===== src/rtl/phase_4_post_adder.sv =====
// DSP48A1-style post-adder stage: Z +/- (X + CIN) into a 48-bit P register with carry-out.
// Define PHASE4_ZERO_DETECT_EN to add the p_zero output (result-equals-zero flag).
module phase_4_post_adder #(
    parameter int    C_WIDTH     = 48,
    parameter string CARRYINSEL  = "OPMODE5",
    parameter int    CARRYINREG  = 1,
    parameter int    PREG        = 1,
    parameter int    CARRYOUTREG = 1
) (
    input  logic               clk,
    input  logic               rstp,
    input  logic               rstcarryin,
    input  logic               cep,
    input  logic               cecarryin,
    input  logic [C_WIDTH-1:0] mux_x_out,
    input  logic [C_WIDTH-1:0] mux_z_out,
    input  logic               opmode_5,
    input  logic               opmode_7,
    input  logic               carryin,
    output logic [C_WIDTH-1:0] P,
    output logic [C_WIDTH-1:0] PCOUT,
    output logic               carryout,
    output logic               carryoutf
`ifdef PHASE4_ZERO_DETECT_EN
   ,output logic               p_zero
`endif
);

    logic             cin_src;
    logic             cin;
    logic [C_WIDTH:0] sum;

    // Only one of the two carry sources is used by any given CARRYINSEL setting.
    logic unused_cin_inputs;
    assign unused_cin_inputs = ^{opmode_5, carryin};

    generate
        if (CARRYINSEL == "OPMODE5") begin : g_cin_op5
            assign cin_src = opmode_5;
        end else if (CARRYINSEL == "CARRYIN") begin : g_cin_port
            assign cin_src = carryin;
        end else begin : g_cin_zero
            assign cin_src = 1'b0;
        end

        if (CARRYINREG == 1) begin : g_cyi_reg
            logic cyi;
            // NOTE: reset is tested before the enable so a reset always wins over a load.
            always_ff @(posedge clk) begin
                if (rstcarryin)     cyi <= 1'b0;
                else if (cecarryin) cyi <= cin_src;
            end
            assign cin = cyi;
        end else begin : g_cyi_comb
            assign cin = cin_src;
        end
    endgenerate

    // One bit wider than the operands so bit C_WIDTH is the carry (add) or borrow (subtract).
    always_comb begin
        if (opmode_7)
            sum = {1'b0, mux_z_out} - ({1'b0, mux_x_out} + {{C_WIDTH{1'b0}}, cin});
        else
            sum = {1'b0, mux_z_out} + {1'b0, mux_x_out} + {{C_WIDTH{1'b0}}, cin};
    end

    generate
        if (PREG == 1) begin : g_preg
            logic [C_WIDTH-1:0] p_q;
            always_ff @(posedge clk) begin
                if (rstp)     p_q <= '0;
                else if (cep) p_q <= sum[C_WIDTH-1:0];
            end
            assign P = p_q;
        end else begin : g_pcomb
            assign P = sum[C_WIDTH-1:0];
        end

        if (CARRYOUTREG == 1) begin : g_coreg
            logic co_q;
            always_ff @(posedge clk) begin
                if (rstcarryin)     co_q <= 1'b0;
                else if (cecarryin) co_q <= sum[C_WIDTH];
            end
            assign carryout = co_q;
        end else begin : g_cocomb
            assign carryout = sum[C_WIDTH];
        end
    endgenerate

    assign PCOUT     = P;
    assign carryoutf = carryout;

`ifdef PHASE4_ZERO_DETECT_EN
    // The flag tracks whatever P holds, so it shares the P register controls.
    generate
        if (PREG == 1) begin : g_pzero_reg
            logic pz_q;
            always_ff @(posedge clk) begin
                if (rstp)     pz_q <= 1'b0;
                else if (cep) pz_q <= ~|sum[C_WIDTH-1:0];
            end
            assign p_zero = pz_q;
        end else begin : g_pzero_comb
            assign p_zero = ~|sum[C_WIDTH-1:0];
        end
    endgenerate
`endif

endmodule


===== config.mk =====
export PLATFORM = sky130hd
export DESIGN_NAME = phase_4_post_adder
export DESIGN_NICKNAME = d
export VERILOG_FILES = /design/src/rtl/phase_4_post_adder.sv
export SDC_FILE = /design/constraint.sdc
export NUM_CORES = 1
export LEC_CHECK = 0
export BUFFER_PORTS_ARGS = -buffer_cell sky130_fd_sc_hd__buf_2
export CORE_MARGIN = 2
export CORE_UTILIZATION = 60
export CTS_CLUSTER_DIAMETER = 200
export DETAILED_ROUTE_END_ITERATION = 8
export PLACE_DENSITY = 0.86
export SLEW_MARGIN = 10
export SYNTH_ARGS = -nofsm -noshare
export SYNTH_HDL_FRONTEND = slang
export SYNTH_SLANG_ARGS = --single-unit

===== constraint.sdc =====
create_clock -name clk -period 13.3 [get_ports clk]
set_input_delay 3.99 -clock clk [delete_from_list [all_inputs] [get_ports clk]]
set_output_delay 3.99 -clock clk [all_outputs]
set_load 0.005 [all_outputs]

== After elaboration in Yosys (flattened, before gate mapping) ==
Index checks and enable logic that the tools add are counted.

* Add/subtract/negate cells: 4
* Muxes and demuxes: 1

{| class="wikitable"
|+ Operator list
! operator !! count
|-
| 48-bit by 1-bit adder with 49-bit output || 1
|-
| 48-bit by 48-bit adder with 49-bit output || 1
|-
| 49-bit by 1-bit adder with 49-bit output || 1
|-
| 49-bit 2-to-1 mux || 1
|-
| 48-bit by 49-bit subtractor with 49-bit output || 1
|}

* Register bits: 50
* Word-level logic and storage cells: 8

== Logic depth before layout (Yosys ltp) ==
* Depth in word-level cells: 3
* Depth in mapped cells: 16
* Depth with buffers taken out: 16

== Least setup slack after synthesis ==
Ideal clock, no wire load.

* Path type: input to register
* Start point: in mux_x_out[0]
* End point: reg g_preg.p_q[32] (netlist: P[32])
* Library setup time: 122 ps
* Data arrival time: 7453 ps
* Required time: 13178 ps
* Slack: 5725 ps
* Stages on the path: 16
* Buffers on the path: 0
* Cell sequence: inv_1 > fa_1 > inv_1 > ha_1 > or2_2 > fa_1 > nand2b_1 > a211o_1 > a31oi_4 > a21oi_2 > or3b_4 > a31oi_4 > o21bai_2 > a31oi_1 > xnor2_1 > a221o_1

* Cells in the longest elaborated chain, start to end: 3
* Elaborated cells between the ends (all ways): 5
* Classes of those cells: add/sub (4); mux (1)

{| class="wikitable"
|+ Ends and longest elaborated chain
! item !! RTL line !! text
|-
| from (decl) || 15 || <nowiki>input logic [C_WIDTH-1:0] mux_x_out,</nowiki>
|-
| 48-bit by 48-bit adder with 49-bit output or 48-bit by 1-bit adder with 49-bit output (tied branches) || 64, 62 ||
|-
| 49-bit by 1-bit adder with 49-bit output or 48-bit by 49-bit subtractor with 49-bit output (tied branches) || 64, 62 ||
|-
| 49-bit 2-to-1 mux * || 61 || <nowiki>if (opmode_7)</nowiki>
|-
| to (signal assigned) || 72 || <nowiki>else if (cep) p_q <= sum[C_WIDTH-1:0];</nowiki>
|-
| to (decl) || 69 || <nowiki>logic [C_WIDTH-1:0] p_q;</nowiki>
|}

Every way passes the cells marked *; elsewhere a longest branch is shown, timed or not.
A chain may end at the register's enable or synchronous reset.

== Worst setup path after layout ==
* Start point: in mux_x_out[0]
* End point: reg g_preg.p_q[40] (netlist: P[40])

Same word-level chain as after synthesis.

==> summary.txt <==
Finish
  – Area of the multi-input gates: 6940 um2
  – FF/Latch Area: 1000 um2
  – Final instance area: 9940 um2
  – # diodes: 0
  – Nets@finish: 1,624
  – Area Overhead vs Synth: 9.17%
  – Ratio of cells with drive above 1 in the final layout: 17.6%
  – Layout fillers: 1,372
  – Util after Layout: 66.1%

Synthesis
  – Synth top area cells: ha_1, dfxtp_1, a21oi_1
  – Post-Syn Area per Cell: 7.20 um2
  – Synth Net Count: 1,511
  – Yosys cell types: 83
  – Top cell type's share of synthesized area: 19.1%
  – Top_reg_cell synth: dfxtp_1
  – EDFF count, synth: 0
  – Cell taking the most area after synthesis: ha_1
  – Sequential fraction of the synthesis area: 11.0%
  – FFs w/ async S/R, synth: 0%
  – FF+latch count, synth: 50
  – Synth warn: 0
  – Post-Syn Instances: 1,264
  – Post-Syn Area: 9100 um2

Routing
  – Drt pass-1 iters: 5
  – Drt first-iter violations: 818
  – WL final: 26.0 mm
  – Detailed-route vias per instance: 6.03
  – Routed Antenna Nets: 0
  – DRC violations left: 0
  – Avg WL per Cell: 16.6 um
  – Routed vias: 9,447

CTS
  – Post-CTS setup buffers: 0
  – Hold Buf Count CTS: 0
  – Num CTS Buffers: 5
  – H-tree depth: 2
  – Post-cts resize count: 0
  – Clock tree root buffer cell: clkbuf_16
  – Clk sinks: 50
  – Clk Latency, worst-skew pair: 300 ps
  – CTS tree: done
  – Clk buf depth: 2
  – Worst-path clk slew: 70 ps

Global route
  – Largest net degree at the start of global routing: 86
  – M1 GR Usage: 42.5%
  – Gr ovfl total: 0
  – Met3 Use GR: 3.06%
  – Met2 Use GR: 50.8%
  – Most used routing layer: met2
  – Total GRT Usage: 31.0%
  – Global-route wire length before repair: 41.2 mm
  – Initial antenna violation count: 0
  – Number of global-route vias before repair: 8,385

Die
  – Die W: 127 um
  – Die Y: 127 um
  – Cell Rows: 45
  – Top Ports: 202
  – Core Box Area: 15,000 um2
  – Die ar.: 16,200 um2
  – Initial Util: 60.6%

Critical path
  – CP arrival: 8040 ps
  – Worst path cell trace: buf_2 -> inv_1 -> fa_1 -> inv_1 -> ha_1 -> or2_2 -> fa_1 -> nand2b_1 -> a211o_1 -> a31oi_4 -> a21oi_2 -> o21ai_0 -> a21oi_1 -> nor2_1 -> nand2_1 -> xor2_1 -> a221o_1
  – Crit-path slowest cell: fa_1
  – Kind of critical path: in2reg
  – Critical Path End Type: flop
  – Largest fanout on the critical path: 6
  – Critical Path RT: 13,490 ps
  – Worst Path Buf+Inv: 3
  – CP max stage delay: 590 ps
  – Crit path max-delay family: compound AO/OA/AOI/OAI gates
  – Setup crit start kind: input port

Timing
  – RSZ-0062 raised after global routing: false
  – Setup Skew: 4.27 ps
  – Final worst path period share: 59.1%
  – Final setup fails: 0
  – Fin. max-slew vios: 0
  – Worst-margin pin slew: 1020 ps
  – Max Freq: 127 MHz
  – Fin. Hold Viols: 0
  – Rel. slew slack: 31.3%
  – Final min period: 7860 ps
  – Worst hold slack: 476 ps
  – Final setup margin: 5440 ps
  – Setup tns final: 0 ps

Pwr
  – Max IR drop VDD: 0.0555 mV
  – Leak: 0.00495 uW
  – P per Cell Area: 85.1 nW/um2

Job
  – Max-Cap Viols: 0

Placement
  – Post-place setup slack: 5200 ps
  – DP HPWL: 21.1 mm
  – GP Congestion: 0.925
  – Post-DP Area: 9790 um2
  – PortBufs: 200

Run status
  – Outcome: complete, no violations

Hold path
  – HP Class: reg2reg
-- flip-flops by register name, indices dropped and copies added, names as in the netlist --
signal and flops:
P 48, carryout 1, cin 1
-- report_power, final --
| part | leakage, uW | switching [uW] | internal (uW) |
|---|---|---|---|
| sequential | 0.000414 | 17.5 | 169 |
| clock | 0.0000739 | 62.2 | 75.0 |
| combinational | 0.00447 | 304 | 219 |
| total | 0.00495 | 383 | 463 |
-- tightest hold or removal path, stage by stage, from the launching register on --
cell and delay [ps]:
dfxtp_1 310, nand2_1 70, o31ai_2 50
-- cells in the mapped netlist, types with 26 or more instances --
library cell,number
a21o_1,35
a21oi_1,118
buf_4,52
clkbuf_1,35
dfxtp_1,50
ha_1,139
inv_1,152
nand2_1,75
nor2_1,112
o21ai_0,55
xnor2_1,58
xor2_1,26
-- per-layer routing --
layer	wire length [um]	share of wire, %
met1	11400	44
met2	11800	46
met3	1830	7.1
met4	849	3.3
met5	0	0
-- worst paths after layout --
kind                      endpoint  cells past startpoint                   from  slack (ps)
max             P[40]$_SDFFE_PP0P_                     17           mux_x_out[0]        5440
min          carryout$_SDFFE_PP0P_                      2  carryout$_SDFFE_PP0P_         480
max reg2reg     P[40]$_SDFFE_PP0P_                     16       cin$_SDFFE_PP0P_        8920
min reg2reg  carryout$_SDFFE_PP0P_                      2  carryout$_SDFFE_PP0P_         480
-- per-stage QoR --
stage / power (uW) / instances
global placement: 692 / 1558
floorplan: 577 / 1264
detailed placement: 701 / 1558
global route: 909 / 1566
CTS: 838 / 1566
finish: 846 / 1566
-- layout make-up --
| type | instances | area share [%] |
|---|---|---|
| Clock buffer | 7 | 1.44 |
| Clock inverter | 1 | 0.0504 |
| Inverter | 157 | 5.93 |
| Multi-Input combinational cell | 960 | 69.8 |
| Sequential cell | 50 | 10.1 |
| Tap cell | 188 | 2.37 |
| Timing Repair Buffer | 203 | 10.3 |
-- cells by family (layout without fill, tap and decap cells) --
logic type / after synthesis / count (layout) / synth area share (%)
buffers and inverters: 254 / 368 / 12.8
adders and majority gates: 143 / 143 / 20.0
and+or+nand+nor: 317 / 317 / 16.6
xor gates and xnor gates: 84 / 84 / 8.08
DFF: 50 / 50 / 11.0
AOI/OAI and AO/OA: 398 / 398 / 29.6
muxes: 18 / 18 / 1.98
-- placed cells by master (no fill, tap or decap), types with 19 or more instances in the layout --
cell type  instances
a21o_1            35
nand2_1           75
nor3_1            22
a21oi_1          118
xor2_1            26
dfxtp_1           50
xnor2_1           58
ha_1             139
nor2_1           112
o21bai_1          19
nand3_1           22
o21ai_0           55
inv_1            152
buf_2            200
Power figures use the tool's default switching activity.
